===== config.mk =====
export PLATFORM = sky130hd
export DESIGN_NAME = uart_boot_loader
export DESIGN_NICKNAME = d
export VERILOG_FILES = /design/src/rtl/uart_boot_loader_pkg.sv /design/src/rtl/uart_boot_loader_uart_rx.sv /design/src/rtl/uart_boot_loader.sv
export SDC_FILE = /design/constraint.sdc
export NUM_CORES = 1
export LEC_CHECK = 0
export CAP_MARGIN = 20
export CORE_UTILIZATION = 30
export CTS_BUF_LIST = sky130_fd_sc_hd__clkbuf_4
export CTS_CLUSTER_SIZE = 40
export DETAILED_ROUTE_END_ITERATION = 16
export PLACE_DENSITY = 0.47
export SYNTH_ARGS = -nofsm -noshare
export SYNTH_HDL_FRONTEND = slang
export SYNTH_SLANG_ARGS = --single-unit

===== constraint.sdc =====
create_clock -name clk -period 5.9 [get_ports clk]
set_input_delay 0.885 -clock clk [delete_from_list [all_inputs] [get_ports clk]]
set_output_delay 0.885 -clock clk [all_outputs]
set_load 0.005 [all_outputs]

===== src/rtl/uart_boot_loader_pkg.sv =====
// Shared constants and state encodings for the UART boot loader and its receiver.
package uart_boot_loader_pkg;

  localparam logic [7:0] SYNC_BYTE = 8'hA5;

  typedef enum logic [1:0] {
    R_IDLE,
    R_START,
    R_DATA,
    R_STOP
  } rx_state_e;

  typedef enum logic [2:0] {
    IDLE,
    SYNC,
    LEN0,
    LEN1,
    DATA,
    CSUM,
    DONE,
    ERR
  } ld_state_e;

endpackage


===== src/rtl/uart_boot_loader_uart_rx.sv =====
// 8N1 UART receiver: two-flop synchroniser, mid-bit sampling and deframing.
module uart_rx #(
  parameter int DIV = 434
) (
  input  logic       clk,
  input  logic       rst_n,
  input  logic       rx_i,
  output logic       rx_valid_o,
  output logic [7:0] rx_byte_o,
  output logic       rx_ferr_o
);
  import uart_boot_loader_pkg::*;

  localparam int CW = $clog2(DIV) + 1;
  localparam logic [CW-1:0] HALF_M1 = CW'(DIV / 2 - 1);
  localparam logic [CW-1:0] FULL_M1 = CW'(DIV - 1);

  rx_state_e     state_q, state_d;
  logic          sync1_q, sync2_q, prev_q;
  logic [CW-1:0] cnt_q, cnt_d;
  logic [2:0]    bitIdx_q, bitIdx_d;
  logic [7:0]    shift_q, shift_d;
  logic          valid_q, valid_d;
  logic          ferr_q, ferr_d;

  always_ff @(posedge clk or negedge rst_n) begin
    if (!rst_n) begin
      sync1_q  <= 1'b1;
      sync2_q  <= 1'b1;
      prev_q   <= 1'b1;
      state_q  <= R_IDLE;
      cnt_q    <= '0;
      bitIdx_q <= '0;
      shift_q  <= '0;
      valid_q  <= 1'b0;
      ferr_q   <= 1'b0;
    end else begin
      sync1_q  <= rx_i;
      sync2_q  <= sync1_q;
      prev_q   <= sync2_q;
      state_q  <= state_d;
      cnt_q    <= cnt_d;
      bitIdx_q <= bitIdx_d;
      shift_q  <= shift_d;
      valid_q  <= valid_d;
      ferr_q   <= ferr_d;
    end
  end

  // The start bit is rechecked at its midpoint; every later sample lands mid-bit too.
  always_comb begin
    state_d  = state_q;
    cnt_d    = cnt_q;
    bitIdx_d = bitIdx_q;
    shift_d  = shift_q;
    valid_d  = 1'b0;
    ferr_d   = 1'b0;
    unique case (state_q)
      R_IDLE: begin
        if (prev_q && !sync2_q) begin
          state_d = R_START;
          cnt_d   = '0;
        end
      end
      R_START: begin
        if (cnt_q == HALF_M1) begin
          cnt_d    = '0;
          bitIdx_d = '0;
          state_d  = sync2_q ? R_IDLE : R_DATA;
        end else begin
          cnt_d = cnt_q + CW'(1);
        end
      end
      R_DATA: begin
        if (cnt_q == FULL_M1) begin
          cnt_d    = '0;
          shift_d  = {sync2_q, shift_q[7:1]};
          bitIdx_d = bitIdx_q + 3'd1;
          if (bitIdx_q == 3'd7) state_d = R_STOP;
        end else begin
          cnt_d = cnt_q + CW'(1);
        end
      end
      R_STOP: begin
        if (cnt_q == FULL_M1) begin
          cnt_d   = '0;
          valid_d = sync2_q;
          ferr_d  = !sync2_q;
          state_d = R_IDLE;
        end else begin
          cnt_d = cnt_q + CW'(1);
        end
      end
      default: state_d = R_IDLE;
    endcase
  end

  assign rx_valid_o = valid_q;
  assign rx_byte_o  = shift_q;
  assign rx_ferr_o  = ferr_q;

endmodule


===== src/rtl/uart_boot_loader.sv =====
// Receives a framed program image over UART, writes it into instruction memory
// and holds the core in reset until a load finishes with a good checksum.
module uart_boot_loader #(
  parameter int CLK_FREQ  = 50_000_000,
  parameter int BAUD      = 115200,
  parameter int ADDR_W    = 32,
  parameter int MAX_WORDS = 4096
) (
  input  logic              clk,
  input  logic              rst_n,
  input  logic              uart_rx_i,
  input  logic              load_en_i,
  output logic              rom_we_o,
  output logic [ADDR_W-1:0] rom_waddr_o,
  output logic [31:0]       rom_wdata_o,
  output logic              core_rst_n_o,
  output logic              load_busy_o,
  output logic              load_done_o,
  output logic              load_err_o
);
  import uart_boot_loader_pkg::*;

  localparam int DIV = CLK_FREQ / BAUD;

  logic       rxValid, rxFerr;
  logic [7:0] rxByte;

  uart_rx #(.DIV(DIV)) u_rx (
    .clk       (clk),
    .rst_n     (rst_n),
    .rx_i      (uart_rx_i),
    .rx_valid_o(rxValid),
    .rx_byte_o (rxByte),
    .rx_ferr_o (rxFerr)
  );

  ld_state_e         state_q, state_d;
  logic [15:0]       len_q, len_d;
  logic [15:0]       wordIdx_q, wordIdx_d;
  logic [1:0]        byteCnt_q, byteCnt_d;
  logic [31:0]       word_q, word_d;
  logic [7:0]        csum_q, csum_d;
  logic              we_q, we_d;
  logic [ADDR_W-1:0] waddr_q, waddr_d;
  logic [31:0]       wdata_q, wdata_d;
  logic              coreRstN_q, coreRstN_d;
  logic              busy_q, busy_d;
  logic              done_q, done_d;
  logic              err_q, err_d;
  logic [15:0]       lenNew;

  assign lenNew = {rxByte, len_q[7:0]};

  always_ff @(posedge clk or negedge rst_n) begin
    if (!rst_n) begin
      state_q    <= IDLE;
      len_q      <= '0;
      wordIdx_q  <= '0;
      byteCnt_q  <= '0;
      word_q     <= '0;
      csum_q     <= '0;
      we_q       <= 1'b0;
      waddr_q    <= '0;
      wdata_q    <= '0;
      coreRstN_q <= 1'b0;
      busy_q     <= 1'b0;
      done_q     <= 1'b0;
      err_q      <= 1'b0;
    end else begin
      state_q    <= state_d;
      len_q      <= len_d;
      wordIdx_q  <= wordIdx_d;
      byteCnt_q  <= byteCnt_d;
      word_q     <= word_d;
      csum_q     <= csum_d;
      we_q       <= we_d;
      waddr_q    <= waddr_d;
      wdata_q    <= wdata_d;
      coreRstN_q <= coreRstN_d;
      busy_q     <= busy_d;
      done_q     <= done_d;
      err_q      <= err_d;
    end
  end

  // Abort (load_en dropped) beats a framing error, which beats byte handling.
  always_comb begin
    state_d   = state_q;
    len_d     = len_q;
    wordIdx_d = wordIdx_q;
    byteCnt_d = byteCnt_q;
    word_d    = word_q;
    csum_d    = csum_q;
    we_d      = 1'b0;
    waddr_d   = waddr_q;
    wdata_d   = wdata_q;
    done_d    = done_q;
    err_d     = err_q;
    unique case (state_q)
      IDLE: begin
        if (load_en_i) begin
          state_d   = SYNC;
          done_d    = 1'b0;
          err_d     = 1'b0;
          len_d     = '0;
          wordIdx_d = '0;
          byteCnt_d = '0;
          csum_d    = '0;
        end
      end
      DONE, ERR: begin
        if (!load_en_i) state_d = IDLE;
      end
      default: begin
        if (!load_en_i || rxFerr) begin
          state_d = ERR;
          err_d   = 1'b1;
        end else if (rxValid) begin
          unique case (state_q)
            SYNC: if (rxByte == SYNC_BYTE) state_d = LEN0;
            LEN0: begin
              len_d   = {8'd0, rxByte};
              state_d = LEN1;
            end
            LEN1: begin
              len_d = lenNew;
              if (lenNew == 16'd0 || {16'd0, lenNew} > 32'(MAX_WORDS)) begin
                state_d = ERR;
                err_d   = 1'b1;
              end else begin
                state_d = DATA;
              end
            end
            DATA: begin
              word_d    = {rxByte, word_q[31:8]};
              csum_d    = csum_q ^ rxByte;
              byteCnt_d = byteCnt_q + 2'd1;
              if (byteCnt_q == 2'd3) begin
                we_d      = 1'b1;
                waddr_d   = ADDR_W'({wordIdx_q, 2'b00});
                wdata_d   = word_d;
                wordIdx_d = wordIdx_q + 16'd1;
                if (wordIdx_q == len_q - 16'd1) state_d = CSUM;
              end
            end
            CSUM: begin
              if (rxByte == csum_q) begin
                state_d = DONE;
                done_d  = 1'b1;
              end else begin
                state_d = ERR;
                err_d   = 1'b1;
              end
            end
            default: state_d = ERR;
          endcase
        end
      end
    endcase
    coreRstN_d = (state_d == IDLE) || (state_d == DONE);
    busy_d     = (state_d == SYNC) || (state_d == LEN0) || (state_d == LEN1) ||
                 (state_d == DATA) || (state_d == CSUM);
  end

  assign rom_we_o     = we_q;
  assign rom_waddr_o  = waddr_q;
  assign rom_wdata_o  = wdata_q;
  assign core_rst_n_o = coreRstN_q;
  assign load_busy_o  = busy_q;
  assign load_done_o  = done_q;
  assign load_err_o   = err_q;

endmodule


==> results by group <==
Layout
  • FF+latch area: 3760 um2
  • Nets: 736
  • Share of layout cells above drive strength 1: 7.46%
  • Multi-input gate area: 3030 um2
  • Layout Cells excl Fill: 1,051
  • Fillers: 2,325
  • Area delta synth->final: 14.9%

Floorplanning
  • Core area: 22,900 um2
  • I/O pins: 73
  • Die area: 24,200 um2
  • Starting Density: 30.9%
  • Die Width: 156 um
  • Row count: 55
  • Die Height: 156 um

CTS
  • Cts bufs inserted: 17
  • Number of clock sinks: 150
  • H-tree levels: 4
  • # resized after CTS: 0
  • Hold buffers post-CTS: 0
  • Clock slew at reported path FFs: 150 ps
  • Worst skew pair latency: 550 ps
  • Root buffer cell: clkbuf_4
  • CTS tree: built
  • Postcts setup bufs: 0
  • Longest Clk Path Bufs: 2

Synthesis
  • Synth Area per Inst: 10.4 um2
  • #FFs+latches synth: 150
  • Cell Area, Synth: 7090 um2
  • Unique masters post-synth: 57
  • Synth Flop Type: dfrtp_1
  • Number of flops mapped to enable cells by yosys: 0
  • Ys async rst share: 100%
  • Yosys top cell area share: 51.9%
  • Seq/Total Area, Yosys: 53.0%
  • Most common cell in the netlist: dfrtp_1
  • Yosys warns: 0
  • Synth cell count leaders: dfrtp_1 (147), nand2_1 (123), mux2_1 (48)
  • Top post-synthesis cells by area: dfrtp_1 (52%), mux2_1 (7.6%), nand2_1 (6.5%)
  • Area leader, netlist: dfrtp_1
  • Gate count of the mapped netlist: 681

Run
  • MaxCap Viol Count: 0

Placement
  • Post-DP HPWL: 10.4 mm
  • Placed insts: 1,017
  • Port Buf Inserts: 56
  • RePlAce Congestion: 0.894

Worst setup path
  • Arrival time at the worst endpoint: 3640 ps
  • R2R depth: 7
  • CP Launch Type: primary input
  • Critical Path Fanout Max: 50
  • Crit Path Category: primary input to register
  • Worst endpoint required time: 6330 ps
  • CP endpoint kind: register

STA
  • RSZ-0062 raised after global routing: false
  • Max-slew violation count: 0
  • Period utilisation layout: 54.6%
  • TNS Setup: 0 ps
  • Min cycle time layout: 3220 ps
  • Final setup fails: 0
  • Worst slew margin: 28.1%
  • Layout Skew: 25.6 ps
  • Final Hold Vio Count: 0
  • Worst slew pin tran: 1080 ps
  • Fmax: 311 MHz

Power
  • Peak VDD IR: 0.130 mV
  • Leakage: 0.00389 uW
  • Power Density: 257 nW/um2
  • Total power draw: 2100 uW

Drt
  • Starting DRT DRC Count: 296
  • First-pass iteration count of the detailed router: 5
  • DR vias/cell: 4.74
  • Post-DRT Antenna Nets: 0
  • Routed vias: 4,981
  • Drt wl/cell: 14.7 um
  • Total wire length: 15.5 mm
  • Drt drc: 0

GRT
  • Number of global-route vias before repair: 5,129
  • GRT overflow: 0
  • First-pass GRT wire length: 26.3 mm
  • Initial antenna violation count: 1
  • Overall Global Routing Usage: 13.8%
  • Largest net degree at the start of global routing: 109

Run status
  • Status: complete, no violations

Min path
  • HP Class: primary input to asynchronous set/reset pin
## final timing paths
kind                                                    start                     endpoint  slack (ps)
max in group asynchronous                               rst_n  rom_wdata_o[19]$_DFFE_PN0P_        4940
worst min-delay path                                    rst_n  rom_waddr_o[13]$_DFFE_PN0P_         140
min in group clk                       u_rx.sync1_q$_DFF_PN1_       u_rx.sync2_q$_DFF_PN1_         370
worst max-delay path                                load_en_i   rom_waddr_o[9]$_DFFE_PN0P_        2680
worst min register to register         u_rx.sync1_q$_DFF_PN1_       u_rx.sync2_q$_DFF_PN1_         370
worst max register to register  u_rx.rx_byte_o[3]$_DFFE_PN0P_   rom_waddr_o[9]$_DFFE_PN0P_        2970
## worst max-delay path: stages
cell             delay, ps
clkdlybuf4s50_1        580
and2b_1                280
nand2_1                150
o21bai_1               240
a211oi_4               220
buf_4                  330
nand2_4                460
mux2_1                 480
## layer usage
metal	part of all wire, %	routed length [um]	track usage (%)	vias up
li1	-	-	-	2387
met3	4.7	733	4.22	20
met4	1.3	201	4.76	0
met5	0	0	0	-
met1	45	7000	16.7	2452
met2	49	7560	23.2	122
## state kept, by name, summed over array words and instances, names as in the netlist, 2 cells and up, named ones only
name and count:
byteCnt_q 2, csum_q 8, len_q 16, rom_waddr_o 16, rom_wdata_o 32, state_q 3
u_rx.bitIdx_q 3, u_rx.cnt_q 10, u_rx.rx_byte_o 8, wordIdx_q 16, word_q 24
## logic make-up (layout without fill, tap and decap cells)
family | after synthesis | after routing | synth area share [%]
AOI/OAI and AO/OA | 99 | 99 | 8.79
xor gates and xnor gates | 45 | 45 | 5.56
adders and majority gates | 8 | 8 | 1.41
buffers and inverters | 68 | 109 | 5.03
DFF | 150 | 150 | 53.0
muxes | 60 | 60 | 9.46
other | 1 | 17 | 0.0529
and+or+nand+nor | 250 | 250 | 16.7
## report_power, final
group / internal (uW) / total (uW) / switching (uW) / leakage (uW)
registers: 1070 / 1140 / 71.9 / 0.00206
clock network: 227 / 639 / 413 / 0.000149
logic: 117 / 318 / 201 / 0.00168
## final cells by class
| class | count | share of cell area, % |
|---|---|---|
| Timing Repair Buffer | 61 | 7.57 |
| Multi-Input combinational cell | 478 | 37.2 |
| Clock buffer | 17 | 1.57 |
| Sequential cell | 150 | 46.1 |
| Antenna cell | 1 | 0.0307 |
| Tap cell | 313 | 4.81 |
| Clock inverter | 15 | 1.97 |
| Inverter | 16 | 0.737 |
## through the flow
step	cell area [um2]	utilization (%)	hold slack [ps]	setup WS, ps
after floorplan	7140	-	345	3470
after global placement	7820	34.1	347	2250
after detailed placement	7830	34.2	347	2090
after CTS	8120	35.4	368	2700
after global routing	8150	35.5	70.1	2530
final	8150	35.5	141	2680
## cells in the final DEF (no fill, tap or decap), drive strengths merged, types with 16 or more instances in the layout
cell type / netlist / routed
mux2: 56 / 56
conb: 1 / 16
nor2: 38 / 38
clkdlybuf4s50: 0 / 55
o21ai: 47 / 47
xnor2: 24 / 24
inv: 16 / 24
nand2: 124 / 124
nand3: 16 / 16
dfrtp: 147 / 147
clkbuf: 27 / 17
xor2: 21 / 21
Note: power is estimated with default switching activity, not from simulation.
